==> config.mk <==
export PLATFORM = sky130hd
export DESIGN_NAME = board_mem_scheduler
export DESIGN_NICKNAME = d
export VERILOG_FILES = /design/src/rtl/board_mem_scheduler.sv
export SDC_FILE = /design/constraint.sdc
export NUM_CORES = 1
export LEC_CHECK = 0
export BUFFER_PORTS_ARGS = -buffer_cell sky130_fd_sc_hd__buf_2
export CAP_MARGIN = 40
export CORE_MARGIN = 1
export CORE_UTILIZATION = 40
export CTS_BUF_LIST = sky130_fd_sc_hd__clkbuf_4
export CTS_CLUSTER_DIAMETER = 120
export DETAILED_ROUTE_END_ITERATION = 6
export GPL_TIMING_DRIVEN = 0
export PLACE_DENSITY = 0.69
export SYNTH_ARGS = -nofsm -noshare
export SYNTH_HDL_FRONTEND = slang
export SYNTH_SLANG_ARGS = --single-unit
==> constraint.sdc <==
create_clock -name clk_i -period 4.6 [get_ports clk_i]
set_input_delay 0.46 -clock clk_i [delete_from_list [all_inputs] [get_ports clk_i]]
set_output_delay 0.46 -clock clk_i [all_outputs]
set_load 0.01 [all_outputs]
==> src/rtl/board_mem_scheduler.sv <==
// Shares the single-port board RAM between the per-scanline row prefetch into the
// renderer's line buffer (priority) and game-logic accesses granted only while idle.
module board_mem_scheduler #(
  parameter int unsigned BoardCols = 10,
  parameter int unsigned BoardRows = 20,
  parameter int unsigned BoardY0   = 80,
  parameter int unsigned CellLog2  = 4,
  parameter int unsigned ColorW    = 3,
  parameter int unsigned AddrW     = 8
) (
  input  logic              clk_i,
  input  logic              rst_ni,
  input  logic              line_start_i,
  input  logic [9:0]        line_y_i,
  input  logic              game_req_i,
  input  logic              game_we_i,
  input  logic [AddrW-1:0]  game_addr_i,
  input  logic [ColorW-1:0] game_wdata_i,
  output logic              game_gnt_o,
  output logic              game_rvalid_o,
  output logic [ColorW-1:0] game_rdata_o,
  output logic              mem_en_o,
  output logic              mem_we_o,
  output logic [AddrW-1:0]  mem_addr_o,
  output logic [ColorW-1:0] mem_wdata_o,
  input  logic [ColorW-1:0] mem_rdata_i,
  output logic              lb_we_o,
  output logic [3:0]        lb_idx_o,
  output logic [ColorW-1:0] lb_data_o,
  output logic              lb_row_valid_o,
  output logic              fetch_busy_o,
  output logic              overrun_o
);

  typedef enum logic {StIdle, StFetch} state_e;

  localparam logic [9:0]       YStart   = 10'(BoardY0);
  localparam logic [10:0]      YEnd     = 11'(BoardY0 + (BoardRows << CellLog2));
  localparam logic [AddrW-1:0] NumCells = AddrW'(BoardCols * BoardRows);
  localparam logic [3:0]       LastCol  = 4'(BoardCols - 1);

  state_e           state_q, state_d;
  logic [3:0]       col_q, col_d;
  logic [AddrW-1:0] row_q, row_d;
  logic             lb_valid_q, lb_valid_d;
  logic             overrun_q, overrun_d;
  logic             lb_we_q, lb_we_d;
  logic [3:0]       lb_idx_q, lb_idx_d;
  logic             rvalid_q, rvalid_d;
  logic             oob_q, oob_d;

  logic [9:0]       y_off;
  logic             y_in_board;
  logic             game_in_range;
  logic [AddrW-1:0] fetch_addr;

  assign y_off         = line_y_i - YStart;
  assign y_in_board    = (line_y_i >= YStart) && ({1'b0, line_y_i} < YEnd);
  assign game_in_range = game_addr_i < NumCells;
  // row*10 + col without a multiplier
  assign fetch_addr    = (row_q << 3) + (row_q << 1) + AddrW'(col_q);

  always_comb begin
    state_d     = state_q;
    col_d       = col_q;
    row_d       = row_q;
    lb_valid_d  = lb_valid_q;
    overrun_d   = 1'b0;
    lb_we_d     = 1'b0;
    lb_idx_d    = '0;
    rvalid_d    = 1'b0;
    oob_d       = 1'b0;
    game_gnt_o  = 1'b0;
    mem_en_o    = 1'b0;
    mem_we_o    = 1'b0;
    mem_addr_o  = '0;
    mem_wdata_o = '0;

    if (lb_we_q && (lb_idx_q == LastCol)) begin
      lb_valid_d = 1'b1;
    end

    unique case (state_q)
      StIdle: begin
        if (game_req_i) begin
          game_gnt_o  = 1'b1;
          // Out-of-range accesses are acknowledged but never reach the RAM
          mem_en_o    = game_in_range;
          mem_we_o    = game_we_i & game_in_range;
          mem_addr_o  = game_addr_i;
          mem_wdata_o = game_wdata_i;
          rvalid_d    = ~game_we_i;
          oob_d       = ~game_in_range;
        end
        if (line_start_i) begin
          lb_valid_d = 1'b0;
          if (y_in_board) begin
            row_d   = AddrW'(y_off >> CellLog2);
            col_d   = '0;
            state_d = StFetch;
          end
        end
      end
      StFetch: begin
        mem_en_o   = 1'b1;
        mem_addr_o = fetch_addr;
        lb_we_d    = 1'b1;
        lb_idx_d   = col_q;
        col_d      = col_q + 4'd1;
        overrun_d  = line_start_i;
        if (col_q == LastCol) begin
          state_d = StIdle;
        end
      end
      default: state_d = StIdle;
    endcase
  end

  always_ff @(posedge clk_i or negedge rst_ni) begin
    if (!rst_ni) begin
      state_q    <= StIdle;
      col_q      <= '0;
      row_q      <= '0;
      lb_valid_q <= 1'b0;
      overrun_q  <= 1'b0;
      lb_we_q    <= 1'b0;
      lb_idx_q   <= '0;
      rvalid_q   <= 1'b0;
      oob_q      <= 1'b0;
    end else begin
      state_q    <= state_d;
      col_q      <= col_d;
      row_q      <= row_d;
      lb_valid_q <= lb_valid_d;
      overrun_q  <= overrun_d;
      lb_we_q    <= lb_we_d;
      lb_idx_q   <= lb_idx_d;
      rvalid_q   <= rvalid_d;
      oob_q      <= oob_d;
    end
  end

  assign game_rvalid_o  = rvalid_q;
  assign game_rdata_o   = (rvalid_q && !oob_q) ? mem_rdata_i : '0;
  assign lb_we_o        = lb_we_q;
  assign lb_idx_o       = lb_idx_q;
  assign lb_data_o      = lb_we_q ? mem_rdata_i : '0;
  assign lb_row_valid_o = lb_valid_q;
  assign fetch_busy_o   = (state_q == StFetch);
  assign overrun_o      = overrun_q;

endmodule

# == Word level (Yosys, flattened, before mapping) ==
# Cells that the tools add are included.
# Widths: inputs -> output; s select.
# op_classes
add_sub_neg,4
order_cmp,3
n_eq_ne,4
muxes,29
n_bitwise,4
n_reduce_logical,6
# ops
operator,n
$mux 1,17
$pmux 8 s2,1
$mux 3,4
$mux 4,3
$ge 10x7->1 const B,1
$lt 10x9->1 const B,1
$sub 10x7->10 const B,1
$add 8x4->8,1
$add 8x7->8,1
$eq 4x4->1 const B,2
$lt 8x8->1 const B,1
$mux 8,1
$pmux 4 s2,1
$add 4x1->4 const B,1
$ne 2x2->1 const B,2
$pmux 1 s2,2
$logic_and 1x1->1,3
$not 1->1,3
$reduce_and 3->1,1
$reduce_and 2->1,1
$and 1x1->1,1
$logic_not 1->1,1
# word_totals
ff_bits,20
input_bits,29
out_inout_bits,29
wordCells,59

# == Logic depth before layout (Yosys ltp) ==
# Gate-level depths: netlist of the first run.
# depth
ltp_word,5
mapped_depth,8
depth_no_buf,8

# == Worst setup path after synthesis of the first run ==
# No wires, ideal clock.
# synth_path
path_kind,reg2out
from,register col_q[3]
to,output port mem_addr_o[6]
arrival_time_ns,2.115
required_time_ns,4.140
slack_ns,2.025
path_stages_with_launch,9
n_path_buf,0
path_cell_list,dfrtp_1 -> inv_1 -> fa_1 -> inv_1 -> fa_1 -> a21o_1 -> a21oi_1 -> xor2_1 -> o21ai_0
# synth_via
elab_chain_len,2
# synth_lines
element,line,source
from (decl),43,"logic [3:0] col_q, col_d;"
from (signal assigned),132,col_q <= col_d;
$add 8x4->8,61,assign fetch_addr = (row_q << 3) + (row_q << 1) + AddrW'(col_q);
$pmux 8 s2,83,unique case (state_q)
to (decl),24,"output logic [AddrW-1:0] mem_addr_o,"
# Every way passes these cells.

# == Final worst setup path of the first run ==
# Ends and elaborated chain as after synthesis.

==> run summary, run 1 <==
Total power draw: 1350 uW. In the routed layout, each cell is associated on average with a via count of 5.07. The switching power as a share of total power is 0.433. The worst register-to-register path ends at row_q[4]. Width of the die: 60.6 um. Power dissipated by switching net loads: 584 uW. The number of gates resized after CTS was 0. Setup repair after global routing left no endpoint under its margin.

The number of port buffers came out at 57. The run gives 0.607 as the worst max-slew margin expressed relative to the limit. The predominant post-synthesis flop cell was dfrtp_1. The die covers 3670 um2. Counting distinct cell types in the post-synthesis netlist gives 36.

The per-instance average area after synthesis was 10.1 um2. The tools report the buffer type at the clock tree root as clkbuf_4. Initial antenna violation count: 0. The final weighted congestion in routability-driven placement is 0.806, and the maximum clock insertion buffer count is 2.

The tools report the aggregate routed wire length as 3.05 mm. Compared with the post-synthesis result, the final layout area differs by 28.6%. The via count of the first global-routing pass was 1177. Counting cells, the worst reg-to-reg path comes to 3. The starting DRC count in detailed routing was 22. The synthesized design contains 0 enable-type register cells. The Yosys step of the flow raised 0 warnings. The clock insertion delay at the later pin of the skew report was 300 ps; the overflow left after global routing was 0.

The run gives 1221 as the vias after detailed routing. For the buffer count from post-CTS setup fixing, the log shows 0. The critical path is of the reg2out type. The initialized floorplan defines 20 standard-cell rows. Final-layout fill cell count: 291. The final-layout worst hold slack came out at 74.5 ps.

Summed over all nets, the half-perimeter wirelength after detailed placement is 2.43 mm. Setup violations remaining at the end of the flow were counted as 0. The largest single stage delay on the critical path is 540 ps.

The maximum level of the CTS H-tree is 1. The clock transition at the registers of the reported paths is 120 ps, and the sum of negative setup slack is 0 ps. The first-pass GRT wire length is 4.97 mm. For this design the ratio of total power to cell area is 765 nW/um2. The fraction of power consumed by the clock network is 0.107, and the clock buffer count from CTS is 3. STA classifies the critical path endpoint as an output pin. The final critical delay including setup and external delays is 3080 ps. In the final routed layout, each cell accounts on average for 12.6 um. The global-route total usage across every layer is 0.183. 0 antenna diodes ended up in the layout.

The number of optimization iterations in the first detailed-route pass is 4, and the count of clock tree sinks is 20. The logs give 181 for the total nets after synthesis and 3150 um2 for the area of the core. Largest fanout of any net on the critical path: 3. Hold repair after CTS inserted 0 buffers.

In this run the vertical extent of the chip is 60.6 um. On the critical path, the stage with the largest delay is an instance of fa_1. The internal power of the cells totals 766 uW. The ratio of cells with drive above 1 in the final layout came out at 0.340.

Across the VDD grid, the largest voltage drop is 384 uV. For the minimum setup slack among reg-to-reg paths, the log shows 3160 ps. The tools report the sequential group share of total power as 0.233. The combinational fraction of design power came out at 0.660. The number of hold violations in the final report was 0.

The area of the multi-input gates was 821 um2. The logs give 0 for the number of slew-limit violations in the final report and 4140 ps for the data required time of the critical path. Synthesis produced a netlist whose cell count is 136. Portion of the clock cycle consumed by the worst path in the final layout: 0.669.

In this run the static leakage power is 0.000978 uW. TritonCTS built the clock tree. The worst register-to-register path begins at fetch_busy_o.

The final cell utilization of the core came out at 0.560. The tools report the register area as 500 um2. The share of synthesized registers carrying an async set or reset was 1.00; the count of nets left with antenna violations after detail routing was 0. The number of violations of the max-capacitance limit was 0. The most critical setup path has its startpoint at col_q[3]. Summing every instance area after synthesis gives 1370 um2.

The worst clock skew on the final layout is 1.62 ps. The run finished with clean final reports. Data arrives at the worst endpoint at 2620 ps.

The tools report the sequential-to-total area share from yosys stat as 0.364. The number of register bits inferred by synthesis was 20. The class of the tightest hold or removal check was in2async. Number of nets at the end of the flow: 243. Static timing analysis puts the maximum clock frequency at 325 MHz. The signal on the critical path passes through inv_1, fa_1, inv_1, fa_1, a21o_1, a21oi_1, xor2_1, o21ai_0, buf_2.

The initial cell density of the core is 0.436, and the I/O pin count is 58. The slew at the pin with the worst max-slew slack works out to 582 ps. The startpoint class of the critical path is a flop. Entering global routing, the biggest net connects 21 pins.

The residual DRC count came out at 0.
how the worst max path moves through the flow:
stage / to / cells past startpoint / slack [ps]
after floorplan: mem_addr_o[6] / 8 / 2030
after global placement: mem_addr_o[6] / 9 / 1930
after detailed placement: mem_addr_o[6] / 9 / 1890
after CTS: mem_addr_o[6] / 9 / 1500
after global routing: mem_addr_o[6] / 9 / 1390
final: mem_addr_o[6] / 9 / 1520
layout make-up:
| class | count | share of cell area |
|---|---|---|
| multi-input combinational | 102 | 0.465 |
| clock inverter | 1 | 0.0170 |
| sequential | 20 | 0.283 |
| timing repair buffer | 57 | 0.161 |
| tap | 44 | 0.0312 |
| inverter | 11 | 0.0234 |
| buffer | 3 | 0.00637 |
| clock buffer | 3 | 0.0127 |
registers in the layout (all words and copies together), names as in the netlist:
signal	flops
overrun_o	1
oob_q	1
fetch_busy_o	1
row_q	6
lb_idx_o	4
col_q	4
lb_we_o	1
lb_row_valid_o	1
game_rvalid_o	1
metrics by stage:
step | setup WS (ps) | std cells | cell area (um2)
floorplan | 2030 | 136 | 1370
global placement | 1930 | 237 | 1710
detailed placement | 1890 | 237 | 1710
CTS | 1500 | 241 | 1770
global route | 1390 | 241 | 1770
finish | 1520 | 241 | 1770
Yosys cell counts (all sizes together) (2+ instances only):
library cell / n / area share
fa: 2 / 0.029
o31ai: 3 / 0.016
and2: 12 / 0.055
and3: 2 / 0.0091
nand2b: 3 / 0.014
mux2i: 4 / 0.029
a211oi: 2 / 0.011
o21ai: 5 / 0.018
nand2: 11 / 0.030
ha: 14 / 0.13
o22ai: 2 / 0.0091
nor3: 2 / 0.0073
clkbuf: 3 / 0.0082
nor2b: 3 / 0.019
xnor2: 4 / 0.025
inv: 11 / 0.030
mux2: 3 / 0.033
nor2: 5 / 0.014
nand3: 2 / 0.0073
dfrtp: 20 / 0.36
a22o: 3 / 0.019
a21o: 4 / 0.022
a21oi: 4 / 0.015
layer usage:
metal | vias up | track usage | wire length (um)
li1 | 603 | - | -
met1 | 571 | 0.210 | 1330
met2 | 45 | 0.347 | 1530
met3 | 2 | 0.0299 | 170
met4 | 0 | 0.0519 | 16
met5 | - | 0 | 0
cell families (layout without fill, tap and decap cells):
| group | after synthesis | in the layout | share of synthesized area |
|---|---|---|---|
| multiplexers | 7 | 7 | 0.0619 |
| AND/OR/NAND/NOR | 44 | 44 | 0.180 |
| AO/OA/AOI/OAI | 30 | 30 | 0.167 |
| buffers and inverters | 14 | 75 | 0.0383 |
| flip-flops | 20 | 20 | 0.364 |
| adder cells (fa/ha/maj) | 16 | 16 | 0.157 |
| XOR/XNOR | 5 | 5 | 0.0319 |
worst max-delay path: cells and delay by family, from the launching register on:
kind,cells,cell delay [ps]
xor gates and xnor gates,1,160
buffers and inverters,3,320
DFF,1,370
adders and majority gates,2,1000
AOI/OAI and AO/OA,3,460
placed cells by master, fill, tap and decap left out:
cell type	netlist	final
a211oi_1	2	2
a21o_1	4	4
a21oi_1	4	4
a221o_1	1	1
a22o_1	3	3
a2bb2oi_1	1	1
a31oi_1	1	1
and2_1	12	12
and3_1	2	2
buf_2	0	57
bufinv_16	0	1
clkbuf_1	3	3
clkbuf_4	0	3
dfrtp_1	20	20
fa_1	2	2
ha_1	14	14
inv_1	11	11
mux2_4	3	3
mux2i_1	4	4
nand2_1	11	11
nand2b_1	3	3
nand3_1	2	2
nor2_1	5	5
nor2b_1	2	2
nor2b_4	1	1
nor3_1	2	2
nor4_1	1	1
nor4bb_1	1	1
o2111ai_4	1	1
o211a_1	1	1
o21a_1	1	1
o21ai_0	5	5
o22ai_1	2	2
o311ai_0	1	1
o31ai_1	3	3
or3_4	1	1
or4_1	1	1
xnor2_1	4	4
xor2_1	1	1
power by group through the flow:
stage / Combinational (uW) / Sequential (uW) / Clock, uW
CTS: 896 / 315 / 149
global placement: 865 / 313 / 0
finish: 891 / 314 / 145
detailed placement: 879 / 318 / 0
floorplan: 600 / 317 / 0
global route: 988 / 325 / 157
Power figures use the tool's default switching activity.
==> inputs of run 2 (changes only) <==
==> constraint.sdc (replaced) <==
create_clock -name clk_i -period 3 [get_ports clk_i]
set_input_delay 0.3 -clock clk_i [delete_from_list [all_inputs] [get_ports clk_i]]
set_output_delay 0.3 -clock clk_i [all_outputs]
set_load 0.01 [all_outputs]
==> run summary, run 2 (synthesized netlist as in run 1, its figures left out) <==
Stage delay of the slowest cell on the critical path: 540 ps. The data required time of the critical path was 2700 ps; the portion of the clock cycle consumed by the worst path in the final layout was 0.953. The register ranked first by flip-flop count was row_q. In this run the remaining antenna-violating nets after routing total 0.

The register with the most flip-flops in the layout has 6 of them. The number of port buffers works out to 57. The tools report the worst max-slew margin expressed relative to the limit as 0.607.

The via count of the first global-routing pass is 1177. The die extent in y is 60.6 um, and the aggregate routed wire length is 3.08 mm. Clock insertion delay at the later pin of the skew report: 300 ps. The buffer type at the clock tree root is clkbuf_4.

The run gives 58 as the I/O pin count. The row count is 20. The run gives 0.436 as the initial cell density of the core. Ratio of cells with drive above 1 in the final layout: 0.347. For the final database, setup skew stands at 1.97 ps.

The class of the tightest hold or removal check is in2reg. The run gives 823 um2 as the area of the multi-input gates. The cell that appears most often on the critical path is inv_1.

Along the worst path, the maximum fanout reaches 3. The tools report the maximum clock insertion buffer count as 2. For the number of hold violations in the final report, the log shows 0.

The final cell area excluding filler cells came out at 1790 um2. The congestion estimate from routability-driven global placement came to 0.806. The run gives 3 as the clock buffer count from CTS.

The maximum level of the CTS H-tree is 1, and the final critical delay including setup and external delays is 2860 ps. The sequential cells in the finished layout cover a total of 500 um2. Startpoint class of the critical path: a flop. The run gives 0 as the number of antenna cells inserted. Largest net degree at the start of global routing: 21.

The tools report the overflow left after global routing as 0. Vias after detailed routing: 1225. After the last flow step, the layout net total stands at 245.

The count of clock tree sinks was 20. The worst setup path is captured at an output pin. The top cell types in the final layout, fill and taps aside, are buf_2, dfrtp_1, ha_1. The highest clock frequency the design can meet is 350 MHz, and the area of the core is 3150 um2.

For the initial antenna violation count, the log shows 0. The die is 60.6 um wide. Max-cap violations in this run came to 0. The number of slew-limit violations in the final report is 0. Setup violations remaining at the end of the flow were counted as 0. Category of the most critical setup path: reg2out. Number of optimization iterations in the first detailed-route pass: 4. The slowest cell on the critical path was fa_1. In the final routed layout, each cell accounts on average for 12.7 um.

Number of vias per cell after detailed routing: 5.04. The flow ran to the end, and the final reports show no timing, DRC or antenna violations. In this run the cell area measured after placement is 1710 um2. Setup repair after global routing left no endpoint under its margin. The logs give 0.000986 uW for the static leakage and 0.183 for the global-route total usage across every layer. After clock tree synthesis, the clock-pin slew on the worst setup and hold paths is 120 ps. The first global-routing pass estimated 4.97 mm of wire.

Compared with the post-synthesis result, the final layout area differs by 30.1%. The signal on the critical path passes through inv_1, fa_1, inv_1, fa_2, a21o_1, a21oi_1, xor2_1, o21ai_0, buf_2. For the worst voltage drop across the vdd grid, the log shows 589 uV. The post-detailed-placement half-perimeter wirelength was 2.43 mm. At the pin with the least slew margin, the transition time is 582 ps. The residual DRC count is 0. The die area is 3670 um2. After the first detailed-routing iteration, the DRC count stood at 19. TritonCTS built the clock tree. Summing internal, switching and leakage power gives 2090 uW.

The filler cells instantiated in the layout total 289. Summed over all failing endpoints, the final setup total negative slack is 0 ps. Leaving out fill and tap cells, the most frequent cell in the layout is buf_2. Power spread over the standard cell area amounts to 1170 nW/um2. For the worst setup path, the data arrival time is 2560 ps.
-- run 2: changes by cell type in the layout (fill, tap and decap cells not counted), sizes merged --
cell and delta:
dlygate4sd3 +1, buf +1
-- run 2: report_power, final --
part | leakage (uW) | internal, uW | switching (uW) | total [uW]
clock network | 0.0000279 | 135 | 87.6 | 223
logic | 0.000715 | 668 | 715 | 1380
registers | 0.000243 | 382 | 100 | 482
-- run 2: critical path, delay by kind of cell, from the launching register on --
kind / cells / cell delay [ps]
flops: 1 / 370
compound gates: 3 / 450
buf+inv: 3 / 320
xor+xnor: 1 / 160
fa+ha+maj: 2 / 940
-- run 2: worst paths after layout --
| path | startpoint | slack (ps) | endpoint | depth (start not counted) |
|---|---|---|---|---|
| setup / recovery | col_q[3] | 140 | mem_addr_o[6] | 9 |
| hold / removal | game_we_i | 150 | game_rvalid_o | 2 |
| setup reg to reg | fetch_busy_o | 1560 | row_q[4] | 3 |
| hold reg to reg | fetch_busy_o | 520 | lb_we_o | 0 |
| max in group asynchronous | rst_ni | 2240 | col_q[2] | 2 |
| min in group asynchronous | rst_ni | 460 | overrun_o | 2 |
-- run 2: metal layers --
metal | share of wire | vias up | GRT usage
li1 | - | 607 | -
met1 | 0.44 | 573 | 0.210
met2 | 0.50 | 43 | 0.347
met3 | 0.050 | 2 | 0.0299
met4 | 0.0052 | 0 | 0.0519
met5 | 0 | - | 0
-- run 2: area by class of cell --
cell class / instances / area share
tap: 44 / 0.0308
multi-input combinational: 102 / 0.461
clock buffer: 3 / 0.0126
sequential: 20 / 0.280
clock inverter: 1 / 0.0168
timing repair buffer: 59 / 0.169
inverter: 11 / 0.0231
buffer: 3 / 0.00630
-- run 2: per-stage QoR --
step | hold WS (ps) | setup WS [ps] | util | std cells
final | 152 | 142 | 0.567 | 243
after global routing | 144 | 17.2 | 0.567 | 243
after CTS | 143 | 62.4 | 0.563 | 242
after detailed placement | 270 | 455 | 0.544 | 237
after global placement | 265 | 488 | 0.544 | 237
after floorplan | 4.41 | 585 | - | 136
-- run 2: timing repair --
item / CTS / global route
hold endpoints to repair: 20 / 0
resized for setup: 0 / 1
hold buffers: 1 / 0
setup endpoints to repair: 0 / 1
buffers inserted: 0 / 1
